`src/rtl/his_acq_sequencer.sv`:
```
// Frame sequencer for a TDC histogram builder: it clears the histogram, then collects
// PIXEL_NUM timestamps per acquisition over ACQ_NUM acquisitions, and counts completed frames.
module his_acq_sequencer #(
    parameter int NP           = 10,
    parameter int PIXEL_NUM    = 6,
    parameter int ACQ_NUM      = 2,
    parameter int CLR_CYCLES   = 2,
    parameter int GAP_CYCLES   = 4,
    parameter int DRAIN_CYCLES = 4,
    localparam int PW   = (PIXEL_NUM > 1) ? $clog2(PIXEL_NUM) : 1,
    localparam int AW   = (ACQ_NUM > 1) ? $clog2(ACQ_NUM) : 1,
    localparam int CMAX = (CLR_CYCLES > GAP_CYCLES)
                          ? ((CLR_CYCLES > DRAIN_CYCLES) ? CLR_CYCLES : DRAIN_CYCLES)
                          : ((GAP_CYCLES > DRAIN_CYCLES) ? GAP_CYCLES : DRAIN_CYCLES),
    localparam int CW   = $clog2(CMAX + 1)
) (
    input  logic          clk,
    input  logic          res,
    input  logic          start,
    input  logic          abort,
    input  logic          tdcValid,
    input  logic [NP-1:0] tdcData,
    output logic          tdcReady,
    output logic          wrEn,
    output logic [NP-1:0] data,
    output logic [PW-1:0] pixIdx,
    output logic [AW-1:0] acqIdx,
    output logic          hbRes,
    output logic          busy,
    output logic          frameDone,
    output logic [15:0]   frameCnt
);

    typedef enum logic [2:0] {
        S_IDLE  = 3'd0,
        S_CLEAR = 3'd1,
        S_ACQ   = 3'd2,
        S_GAP   = 3'd3,
        S_DRAIN = 3'd4,
        S_DONE  = 3'd5
    } state_t;

    state_t        state_q, state_d;
    logic [CW-1:0] cnt_q, cnt_d;
    logic [PW-1:0] pix_cnt_q, pix_cnt_d;
    logic [AW-1:0] acq_cnt_q, acq_cnt_d;
    logic          xfer_s;

    logic          tdc_ready_q, tdc_ready_d;
    logic          wr_en_q, wr_en_d;
    logic [NP-1:0] data_q, data_d;
    logic [PW-1:0] pix_idx_q, pix_idx_d;
    logic [AW-1:0] acq_idx_q, acq_idx_d;
    logic          hb_res_q, hb_res_d;
    logic          busy_q, busy_d;
    logic          frame_done_q, frame_done_d;
    logic [15:0]   frame_cnt_q, frame_cnt_d;

    // Next-state, phase timer and pixel/acquisition counters; abort overrides everything.
    always_comb begin
        state_d   = state_q;
        cnt_d     = cnt_q;
        pix_cnt_d = pix_cnt_q;
        acq_cnt_d = acq_cnt_q;
        xfer_s    = 1'b0;
        case (state_q)
            S_IDLE: begin
                cnt_d     = {CW{1'b0}};
                pix_cnt_d = {PW{1'b0}};
                acq_cnt_d = {AW{1'b0}};
                if (start) state_d = S_CLEAR;
                else       state_d = S_IDLE;
            end
            S_CLEAR: begin
                if (cnt_q == CW'(CLR_CYCLES - 1)) begin
                    state_d = S_ACQ;
                    cnt_d   = {CW{1'b0}};
                end else begin
                    cnt_d = cnt_q + CW'(1);
                end
            end
            S_ACQ: begin
                if (tdcValid && tdc_ready_q) begin
                    xfer_s = 1'b1;
                    if (pix_cnt_q == PW'(PIXEL_NUM - 1)) begin
                        pix_cnt_d = {PW{1'b0}};
                        if (acq_cnt_q == AW'(ACQ_NUM - 1)) begin
                            state_d = S_DRAIN;
                        end else begin
                            acq_cnt_d = acq_cnt_q + AW'(1);
                            state_d   = S_GAP;
                        end
                    end else begin
                        pix_cnt_d = pix_cnt_q + PW'(1);
                    end
                end else begin
                    xfer_s = 1'b0;
                end
            end
            S_GAP: begin
                if (cnt_q == CW'(GAP_CYCLES - 1)) begin
                    state_d = S_ACQ;
                    cnt_d   = {CW{1'b0}};
                end else begin
                    cnt_d = cnt_q + CW'(1);
                end
            end
            S_DRAIN: begin
                if (cnt_q == CW'(DRAIN_CYCLES - 1)) begin
                    state_d = S_DONE;
                    cnt_d   = {CW{1'b0}};
                end else begin
                    cnt_d = cnt_q + CW'(1);
                end
            end
            S_DONE:  state_d = S_IDLE;
            default: state_d = S_IDLE;
        endcase
        if (abort) begin
            state_d = S_IDLE;
            xfer_s  = 1'b0;
        end else begin
            state_d = state_d;
        end
    end

    // Output values for the next cycle; all derived from the next state so they come straight off flops.
    always_comb begin
        tdc_ready_d  = (state_d == S_ACQ);
        hb_res_d     = (state_d != S_CLEAR);
        busy_d       = (state_d != S_IDLE);
        frame_done_d = (state_d == S_DONE);
        frame_cnt_d  = frame_done_d ? (frame_cnt_q + 16'd1) : frame_cnt_q;
        wr_en_d      = xfer_s;
        data_d       = xfer_s ? tdcData   : data_q;
        pix_idx_d    = xfer_s ? pix_cnt_q : pix_idx_q;
        acq_idx_d    = xfer_s ? acq_cnt_q : acq_idx_q;
    end

    // State and output registers with synchronous active-low reset.
    always_ff @(posedge clk) begin
        if (!res) begin
            state_q      <= S_IDLE;
            cnt_q        <= {CW{1'b0}};
            pix_cnt_q    <= {PW{1'b0}};
            acq_cnt_q    <= {AW{1'b0}};
            tdc_ready_q  <= 1'b0;
            wr_en_q      <= 1'b0;
            data_q       <= {NP{1'b0}};
            pix_idx_q    <= {PW{1'b0}};
            acq_idx_q    <= {AW{1'b0}};
            hb_res_q     <= 1'b1;
            busy_q       <= 1'b0;
            frame_done_q <= 1'b0;
            frame_cnt_q  <= 16'd0;
        end else begin
            state_q      <= state_d;
            cnt_q        <= cnt_d;
            pix_cnt_q    <= pix_cnt_d;
            acq_cnt_q    <= acq_cnt_d;
            tdc_ready_q  <= tdc_ready_d;
            wr_en_q      <= wr_en_d;
            data_q       <= data_d;
            pix_idx_q    <= pix_idx_d;
            acq_idx_q    <= acq_idx_d;
            hb_res_q     <= hb_res_d;
            busy_q       <= busy_d;
            frame_done_q <= frame_done_d;
            frame_cnt_q  <= frame_cnt_d;
        end
    end

    assign tdcReady  = tdc_ready_q;
    assign wrEn      = wr_en_q;
    assign data      = data_q;
    assign pixIdx    = pix_idx_q;
    assign acqIdx    = acq_idx_q;
    assign hbRes     = hb_res_q;
    assign busy      = busy_q;
    assign frameDone = frame_done_q;
    assign frameCnt  = frame_cnt_q;

endmodule

```
`config.mk`:
```
export PLATFORM = sky130hd
export DESIGN_NAME = his_acq_sequencer
export DESIGN_NICKNAME = d
export VERILOG_FILES = /design/src/rtl/his_acq_sequencer.sv
export SDC_FILE = /design/constraint.sdc
export NUM_CORES = 1
export LEC_CHECK = 0
export CELL_PAD_IN_SITES_DETAIL_PLACEMENT = 1
export CELL_PAD_IN_SITES_GLOBAL_PLACEMENT = 2
export CORE_MARGIN = 10
export CORE_UTILIZATION = 31
export DETAILED_ROUTE_END_ITERATION = 10
export GPL_ROUTABILITY_DRIVEN = 1
export HOLD_SLACK_MARGIN = 0.12
export PLACE_DENSITY = 0.82
export SLEW_MARGIN = 10
export SYNTH_ARGS = -nofsm -noshare
export SYNTH_HDL_FRONTEND = slang
export SYNTH_SLANG_ARGS = --single-unit
export TNS_END_PERCENT = 100
```
`constraint.sdc`:
```
create_clock -name clk -period 3.5 [get_ports clk]
set_input_delay 0.7 -clock clk [delete_from_list [all_inputs] [get_ports clk]]
set_output_delay 0.7 -clock clk [all_outputs]
set_load 0.005 [all_outputs]
```
==> key figures <==
STA
  • Max Fclk: 360.6 MHz
  • Rel. slew slack: 57.90%
  • Setup_tns: 0 ns
  • Clock Skew: 0.003705 ns
  • Unrepaired setup endpoints after global routing: false
  • Least-Margin Pin Slew: 0.6308 ns
  • Fin. Hold Viols: 0
  • Setup violators final: 0
  • Final min period: 2.773 ns
  • Crit share post-route: 79.24%
  • Final Slew Violations: 0

Drt
  • Via density: 5.141
  • Avg WL per Cell: 15.72 um
  • Total iterations of the first detailed-routing run: 4
  • Antenna viol nets, final: 0
  • Vias post-DR: 1897
  • DRT iter0 DRCs: 36
  • Final wirelength: 5801 um
  • DRC: 0

Critical path
  • Worst EP arrival: 2.94 ns
  • Crit. End Element: register
  • CP Class: input pin to register
  • CP Data Required Time: 3.67 ns
  • Crit path launch: tdcValid
  • R2R Path Start: state_q[1]$_SDFF_PN0_
  • CP max FO: 8
  • End point of the critical path: frameCnt[15]$_SDFFE_PN0N_
  • Crit Reg-Reg Endpoint: frameCnt[15]$_SDFFE_PN0N_
  • Critical Path Source Type: input pin
  • Reg2reg path depth: 6
  • Flop-to-flop setup slack: 1.04 ns

Cells and area
  • Multi-input logic area: 1074 um^2
  • Ratio of cells with drive above 1 in the final layout: 8.562%
  • Final core utilization: 42.67%
  • ANT cells: 0
  • Number of fill cells: 770
  • Reg area: 900.9 um^2
  • Area grow syn2layout: 32.73%
  • Final net count: 312

Clock tree
  • PostCTS Resize Cnt: 0
  • H-Tree Depth: 2
  • Maximum clock path buffer count: 2
  • Post-CTS Hold Buffers: 0
  • TritonCTS clock tree: yes
  • Post-CTS setup buffer count: 0
  • TritonCTS buffer count: 5
  • Worst-Skew Late Latency: 0.29 ns
  • Root buf cell: clkbuf_8
  • Clock slew at reported path FFs: 0.08 ns
  • Clk sink count: 45

Yosys
  • Area contributors post-synth: dfxtp_1, nand2_1, a21oi_1
  • Cell accounting for the most synthesized area: dfxtp_1
  • Mapped Avg Cell Area: 8.496 um^2
  • Post-synth EDFFs: 0
  • Post-synth cell types: 52
  • FF+latch count, synth: 45
  • Post-synthesis sequential area ratio: 43.64%
  • Share of the synthesized area in the top cell type: 43.64%
  • Synthesized Nets: 263
  • Synth Flop Type: dfxtp_1
  • Post-synthesis async set-or-reset flop share: 0%
  • Synthesized instance count: 243
  • Synth warn: 0
  • Synthesized cell area: 2064 um^2

Power and ir drop
  • Psw: 198.7 uW
  • Max IR drop VDD: 0.1203 mV
  • Sequential power share: 54.6%
  • Pwr dens: 345.6 nW/um^2
  • Switching share of power: 20.98%
  • Internal power: 748.3 uW
  • Clock power share: 40.0%
  • Leakage power: 0.9211 nW
  • Logic pwr share: 5.5%

Status
  • Status: completed

Die
  • Top Ports: 50
  • Rows: 29
  • Die H: 101.6 um
  • Initial core utilization: 32.14%
  • Die width: 101.6 um
  • Core ar.: 6422 um^2
  • Die area: 10320 um^2

Worst hold path
  • Worst Hold Class: register to register

Run
  • Maxcap violations: 0

Global routing
  • Largest net degree at the start of global routing: 20
  • Routing usage on met1: 14.17%
  • Initial antenna violation count: 0
  • First-pass GRT wire length: 9625 um
  • Met2 global-route usage: 18.09%
  • Total track usage: 11.43%
  • Remaining global-route overflow: 0
  • Gr busiest metal: met2
  • Vias in the first global route: 1974
  • Met3 usage: 4.016%

Placement
  • PortBufs: 49
  • Routability cong.: 0.7159
  • Hpwl dp: 4361 um
## per-layer routing
layer	up-vias	routed length (um)
met2	27	2780
met4	0	78
met3	9	323
met5	-	0
met1	915	2619
li1	946	-
## critical path, cell delays in order
cell,delay (ns)
clkdlybuf4s50_1,0.48
nand2_1,0.10
nor4b_2,0.32
nor4b_4,0.57
o21ai_2,0.22
o311ai_0,0.41
o41ai_1,0.13
## area by class of cell
class	instances	area share (%)
clock buffers	5	2.511
clock inverters	2	1.279
inverters	10	1.370
repair buffers	54	19.27
well taps	77	3.516
multi-input cells	176	39.18
flip-flops and latches	45	32.88
## cells in the mapped netlist (all sizes together), types with 5 or more instances
cell type  instances
dfxtp             45
nand2             38
a21oi             28
nor2              17
o21ai             14
inv               10
or3                9
clkbuf             7
nor2b              7
buf                5
ha                 5
## cells in the final DEF, fill, tap and decap left out, types with 4 or more instances in the layout
master	n
dfxtp_1	45
nor2_1	17
nand2_1	38
ha_1	5
clkdlybuf4s50_1	49
a21oi_1	28
nand4_1	4
buf_4	5
inv_1	9
o21ai_0	13
nor3_1	4
or3_1	9
clkbuf_8	5
nor2b_1	6
nand3_1	4
## state kept, by name, summed over array words and instances (netlist names), 3 cells and up
name       flops
cnt_q          3
data          10
frameCnt      16
pixIdx         3
pix_cnt_q      3
state_q        3
## worst min-delay path by stage
stage                                          from                     end  slack (ns)  depth (start not counted)
after detailed placement       data[4]$_SDFFE_PN0P_    data[4]$_SDFFE_PN0P_        0.45                          2
final                          data[2]$_SDFFE_PN0P_    data[2]$_SDFFE_PN0P_        0.46                          2
after CTS                      data[4]$_SDFFE_PN0P_    data[4]$_SDFFE_PN0P_        0.46                          2
after floorplan           pix_cnt_q[2]$_SDFFE_PN0P_  pixIdx[2]$_SDFFE_PN0P_        0.45                          2
after global routing         pixIdx[0]$_SDFFE_PN0P_  pixIdx[0]$_SDFFE_PN0P_        0.48                          2
after global placement         data[0]$_SDFFE_PN0P_    data[0]$_SDFFE_PN0P_        0.44                          2
## metrics by stage
step                setup slack (ns)  area, um^2  power [mW]  hold WS [ns]  cells
floorplan                      1.250        2064      0.5519        0.4524    243
global placement              0.5403        2636      0.5804        0.4417    362
detailed placement            0.4248        2636      0.5814        0.4502    362
global route                  0.5042        2740      0.9897        0.4839    369
finish                        0.7265        2740      0.9470        0.4601    369
CTS                           0.7217        2740      0.9662        0.4623    369
## logic make-up after synthesis
kind of cell    count (synthesis)  synth area share [%]
flops                          45                 43.64
xor+xnor                        5                 2.122
buf+inv                        22                 4.363
simple gates                  100                 25.52
mux                             2                0.9697
compound gates                 64                 20.36
fa+ha+maj                       5                 3.030
## power groups by stage
stage,Sequential (mW),Clock (mW),Combinational (mW)
finish,0.517,0.378,0.0518
global route,0.517,0.414,0.0578
CTS,0.517,0.397,0.0528
detailed placement,0.529,0,0.0525
global placement,0.529,0,0.0515
floorplan,0.528,0,0.0237
(Power assumes the default switching activity.)
